### src/rtl/alu.sv
// ---------------------------------------------------------------------------
// alu -- 32-bit integer ALU for the execute stage, with registered outputs.
//
// Purpose:
//   Computes one of sixteen operations on operand A and operand B every
//   cycle. The result and the Zero/Neg/ovfalu flags are captured on the rising
//   edge of clk. They stay stable until the next edge for the writeback and
//   branch logic. Operand B is either SrcB or a 16-bit immediate taken from
//   SrcB[15:0]. The immediate is sign-extended for arithmetic and compare
//   operations and zero-extended for all other operations.
//
// Ports:
//   clk     in   1   clock, all state updates on the rising edge
//   rst     in   1   synchronous active-high reset, clears result and flags
//   i       in   1   immediate select (1 = use extended SrcB[15:0])
//   SrcA    in   32  operand A
//   SrcB    in   32  operand B (only [15:0] used when i=1)
//   af      in   4   ALU function code
//   Alures  out  32  registered result
//   Zero    out  1   registered: result == 0
//   Neg     out  1   registered: result[31]
//   ovfalu  out  1   registered signed overflow (ADD/SUB only)
//
// Configuration:
//   ALU_MUL_EN  when defined, af=1110 returns the low 32 bits of A*Bop.
//               When undefined, af=1110 returns 0 and no multiplier is built.
// ---------------------------------------------------------------------------
module alu (
  input  logic        clk,
  input  logic        rst,
  input  logic        i,
  input  logic [31:0] SrcA,
  input  logic [31:0] SrcB,
  input  logic [3:0]  af,
  output logic [31:0] Alures,
  output logic        Zero,
  output logic        Neg,
  output logic        ovfalu
);

  localparam logic [3:0] OP_ADD   = 4'b0000;
  localparam logic [3:0] OP_ADDU  = 4'b0001;
  localparam logic [3:0] OP_SUB   = 4'b0010;
  localparam logic [3:0] OP_SUBU  = 4'b0011;
  localparam logic [3:0] OP_AND   = 4'b0100;
  localparam logic [3:0] OP_OR    = 4'b0101;
  localparam logic [3:0] OP_XOR   = 4'b0110;
  localparam logic [3:0] OP_NOR   = 4'b0111;
  localparam logic [3:0] OP_SLT   = 4'b1000;
  localparam logic [3:0] OP_SLTU  = 4'b1001;
  localparam logic [3:0] OP_SLL   = 4'b1010;
  localparam logic [3:0] OP_SRL   = 4'b1011;
  localparam logic [3:0] OP_SRA   = 4'b1100;
  localparam logic [3:0] OP_LUI   = 4'b1101;
  localparam logic [3:0] OP_MUL   = 4'b1110;
  localparam logic [3:0] OP_PASSB = 4'b1111;

  logic        imm_signed;
  logic [31:0] bop;
  logic [31:0] sum;
  logic [31:0] diff;
  logic [4:0]  shamt;
  logic [31:0] res_next;
  logic        ovf_next;

  // The immediate is sign-extended only for the add/sub/compare family.
  // Logical operations, shifts and PASSB see it zero-extended.
  always_comb begin
    imm_signed = 1'b0;
    case (af)
      OP_ADD, OP_ADDU, OP_SUB, OP_SUBU, OP_SLT, OP_SLTU: imm_signed = 1'b1;
      default: imm_signed = 1'b0;
    endcase
  end

  // Select operand B. When i=1, the immediate is extended according to the op class.
  always_comb begin
    if (!i)
      bop = SrcB;
    else if (imm_signed)
      bop = {{16{SrcB[15]}}, SrcB[15:0]};
    else
      bop = {16'h0000, SrcB[15:0]};
  end

  // The adder and subtractor are shared between the signed and unsigned variants.
  // The carry-out is dropped because arithmetic is modulo 2^32.
  assign sum   = SrcA + bop;
  assign diff  = SrcA - bop;
  assign shamt = bop[4:0];

  // Result mux. Overflow is only flagged by the signed ADD and SUB variants.
  // On overflow the wrapped value is still written.
  always_comb begin
    res_next = 32'h0;
    ovf_next = 1'b0;
    case (af)
      OP_ADD: begin
        res_next = sum;
        ovf_next = (SrcA[31] == bop[31]) && (sum[31] != SrcA[31]);
      end
      OP_ADDU: res_next = sum;
      OP_SUB: begin
        res_next = diff;
        ovf_next = (SrcA[31] != bop[31]) && (diff[31] != SrcA[31]);
      end
      OP_SUBU:  res_next = diff;
      OP_AND:   res_next = SrcA & bop;
      OP_OR:    res_next = SrcA | bop;
      OP_XOR:   res_next = SrcA ^ bop;
      OP_NOR:   res_next = ~(SrcA | bop);
      OP_SLT:   res_next = {31'h0, ($signed(SrcA) < $signed(bop))};
      OP_SLTU:  res_next = {31'h0, (SrcA < bop)};
      OP_SLL:   res_next = SrcA << shamt;
      OP_SRL:   res_next = SrcA >> shamt;
      OP_SRA:   res_next = $signed(SrcA) >>> shamt;
      OP_LUI:   res_next = {SrcB[15:0], 16'h0000};
`ifdef ALU_MUL_EN
      // The low 32 bits of a signed product are the same as those of an
      // unsigned product, so a plain 32x32 multiply truncated to 32 bits suffices.
      OP_MUL:   res_next = SrcA * bop;
`else
      OP_MUL:   res_next = 32'h0;
`endif
      OP_PASSB: res_next = bop;
      default:  res_next = 32'h0;
    endcase
  end

  // Output register. Reset takes priority over whatever operation is presented.
  // Zero and Neg are taken from the final result for every operation.
  always_ff @(posedge clk) begin
    if (rst) begin
      Alures <= 32'h0;
      Zero   <= 1'b0;
      Neg    <= 1'b0;
      ovfalu <= 1'b0;
    end else begin
      Alures <= res_next;
      Zero   <= (res_next == 32'h0);
      Neg    <= res_next[31];
      ovfalu <= ovf_next;
    end
  end

endmodule

### config.mk
export PLATFORM = sky130hd
export DESIGN_NAME = alu
export DESIGN_NICKNAME = d
export VERILOG_FILES = /design/src/rtl/alu.sv
export SDC_FILE = /design/constraint.sdc
export NUM_CORES = 1
export LEC_CHECK = 0
export BUFFER_PORTS_ARGS = -buffer_cell sky130_fd_sc_hd__buf_2
export CAP_MARGIN = 20
export CORE_ASPECT_RATIO = 1.5
export CORE_MARGIN = 3
export CORE_UTILIZATION = 55
export CTS_CLUSTER_DIAMETER = 40
export DETAILED_ROUTE_END_ITERATION = 10
export HOLD_SLACK_MARGIN = 0.08
export PLACE_DENSITY = 0.75
export SLEW_MARGIN = 40
export SYNTH_ARGS = -nofsm -noshare
export SYNTH_HDL_FRONTEND = slang
export SYNTH_SLANG_ARGS = --single-unit
### constraint.sdc
create_clock -name clk -period 10.5 [get_ports clk]
set_input_delay 1.575 -clock clk [delete_from_list [all_inputs] [get_ports clk]]
set_output_delay 1.575 -clock clk [all_outputs]
set_load 0.05 [all_outputs]
==> results.md <==
- Outcome: finished clean
- Number of diodes: 0
- Hold WS: around 1.8 ns
- Critical Path End: Zero$_SDFF_PP0_
- Post-synthesis cell area: 0.0110 mm2
- Syn_nets: 1722
- Post-Syn Area per Cell: 7.11 um2
- Layout area overhead: 5.08%
- CP Data Required Time: 10.69 ns
- Clock tree from TritonCTS: built
- PD cells: about 85 mW/mm2
- Fin crit share: 62.5%
- Yosys warns: 0
- Ys async rst share: 0%
- CP Capture Type: flip-flop
- Critical Path AT: slightly below 7 ns
- First DRT Iteration DRCs: 1873
- Area leader, netlist: ha_1
- All-Layer GR Usage: 45.0%
- MaxCap Viol Count: 0
- Core Box Area: 0.0195 mm2
- Max Slew Vio Count: 0
- Period minus WS final: between 6 and 7 ns
- Critical Path Source Type: input port
- Critical path class: input port to flip-flop
- FP Rows: 62
- Most common cell in the netlist: nor2_1
- Vias in the first global route: 12400
- Clk sinks: 34
- Setup TNS: 0 ns
- Hold Crit Start: af[1]
- Avg Vias per Cell: 7.44
- GRT overflow: 0
- VDD IR max: ~0.16 mV
- # setup viols final: 0
- Worst Tran Pin Value: 0.881 ns
- Post-CTS Resized: 0
- Synthesis-stage register bit count: 34
- Netlist cell types: 99
- Routed wire length: 51800 um
- H-tree Lvls: 2
- WL/cell: 28.6 um
- Port Buffers: 105
- Pre-Repair DR Iteration Count: 7
- Antenna violations before repair: 2
- Sequential area share after synthesis: 6.17%
- Total power: slightly below 1 mW
- Root Driver: clkbuf_16
- Final routed DRC violation total: 0
- Synth Instances: about 1600
- Relative slew slack: 41.1%
- Top_reg_cell synth: dfxtp_1
- # IOs: 106
- Hold Vio Cnt, Final: 0
- ANT nets after route: 0
- Vias: 13500
- Pin count of the biggest net entering global routing: 78
- Post-DP HPWL: 39400 um
- Initial core utilization: roughly 57%
- Reg clk slew, reported paths: approximately 0.05 ns
- Die Area: 0.0218 mm2
- Nets: approximately 1700
- First-pass GRT wire length: between 70000 and 80000 um
- Util after Layout: 59.6%
- Post-synth top cells: nor2_1 (152), nand2_1 (113), a21oi_1 (101), ha_1 (97), inv_1 (94)
- Post-CTS Repair Setup Buffers: 0
- RSZ-0062 raised after global routing: false
- Hold Buf Count CTS: 0
- P_leak: 4.94 nW
- CTS Buf Count: 5
- HP Class: input port to flip-flop
- Die H: 180 um
- Yosys top cell area share: 11.0%
- Synth top area cells: ha_1 (11%), dfxtp_1 (6.2%), nor2_1 (5.2%), mux2i_1 (5.1%), a21oi_1 (4.6%)
- Max Clk Rate: 152 MHz
- Final Wtd Congestion: 1.10
- CP startpoint: SrcB[4]
- Die X-Extent: between 100 and 150 um
- EDFF count, synth: 0
- Max clock buf depth: 2
- Crit path max fanout: 41
- Fraction of layout cells with a size suffix above 1: 14.6%
## cells in the final DEF (no fill, tap or decap), types with 24 or more instances in the layout
cell and instances:
nor2_1 150, ha_1 97, nor3_1 42, o21ai_0 93
o22ai_1 33, buf_2 102, mux2_2 32, mux2i_1 55
inv_1 94, a211oi_1 24, nand3_1 47, nand2_1 113
xnor2_1 36, a21oi_1 100, dfxtp_1 34
## power by group
part | internal (mW) | switching (mW) | total [mW]
Sequential | 0.143 | 0.00335 | 0.146
Clock | 0.0863 | 0.0475 | 0.134
Combinational | 0.230 | 0.475 | 0.705
## critical path: stages
cell	delay (ns)
buf_2	0.59
clkinv_1	0.79
ha_1	0.64
nor2_1	0.20
o211ai_1	0.20
a2111oi_1	0.65
o31ai_1	0.27
o21ai_1	0.22
o21ai_0	0.11
a41oi_1	0.43
nand4_1	0.18
nor4_2	0.36
nand4_1	0.23
nor4_2	0.28
## state kept, by name, summed over array words and instances (netlist names)
name	flops
Alures	32
Zero	1
ovfalu	1
## worst min-delay path by stage
stage	endpoint	depth (start not counted)	slack [ns]
2_1_floorplan	Alures[19]$_SDFF_PP0_	2	1.84
3_3_place_gp	Alures[8]	1	2.05
3_5_place_dp	Alures[20]	1	2.04
4_1_cts	ovfalu$_SDFF_PP0_	3	1.76
5_1_grt	ovfalu$_SDFF_PP0_	3	1.78
6_report	ovfalu$_SDFF_PP0_	3	1.78
## logic make-up after synthesis
| kind of cell | share of synthesized area [%] |
|---|---|
| flip-flops | 6.16 |
| multiplexers | 14.4 |
| AO/OA/AOI/OAI | 32.9 |
| XOR/XNOR | 4.28 |
| AND/OR/NAND/NOR | 22.0 |
| adder cells (fa/ha/maj) | 11.4 |
| buffers and inverters | 8.92 |
## stage by stage
stage,setup WS (ns),area [um2],cells
3_5_place_dp,3.91,11400,1804
4_1_cts,4.19,11600,1811
6_report,3.94,11600,1811
2_1_floorplan,4.90,11000,1552
5_1_grt,3.75,11600,1811
3_3_place_gp,3.96,11400,1803
## metal layers
metal	vias to the layer above	part of all wire [%]	global-route usage, %
li1	5834	-	-
met1	6323	35	52.9
met2	1035	45	70.1
met3	284	11	10.5
met4	4	9.5	33.7
met5	-	0.052	0
## final cells by class
| type | instances | area [um2] |
|---|---|---|
| fillers | 1951 | 7870 |
| well taps | 256 | 320 |
| repair buffers | 122 | 664 |
| multi-input cells | 1293 | 9430 |
| inverters | 99 | 373 |
| clock buffers | 7 | 133 |
| flip-flops and latches | 34 | 681 |
(Power assumes the default switching activity.)
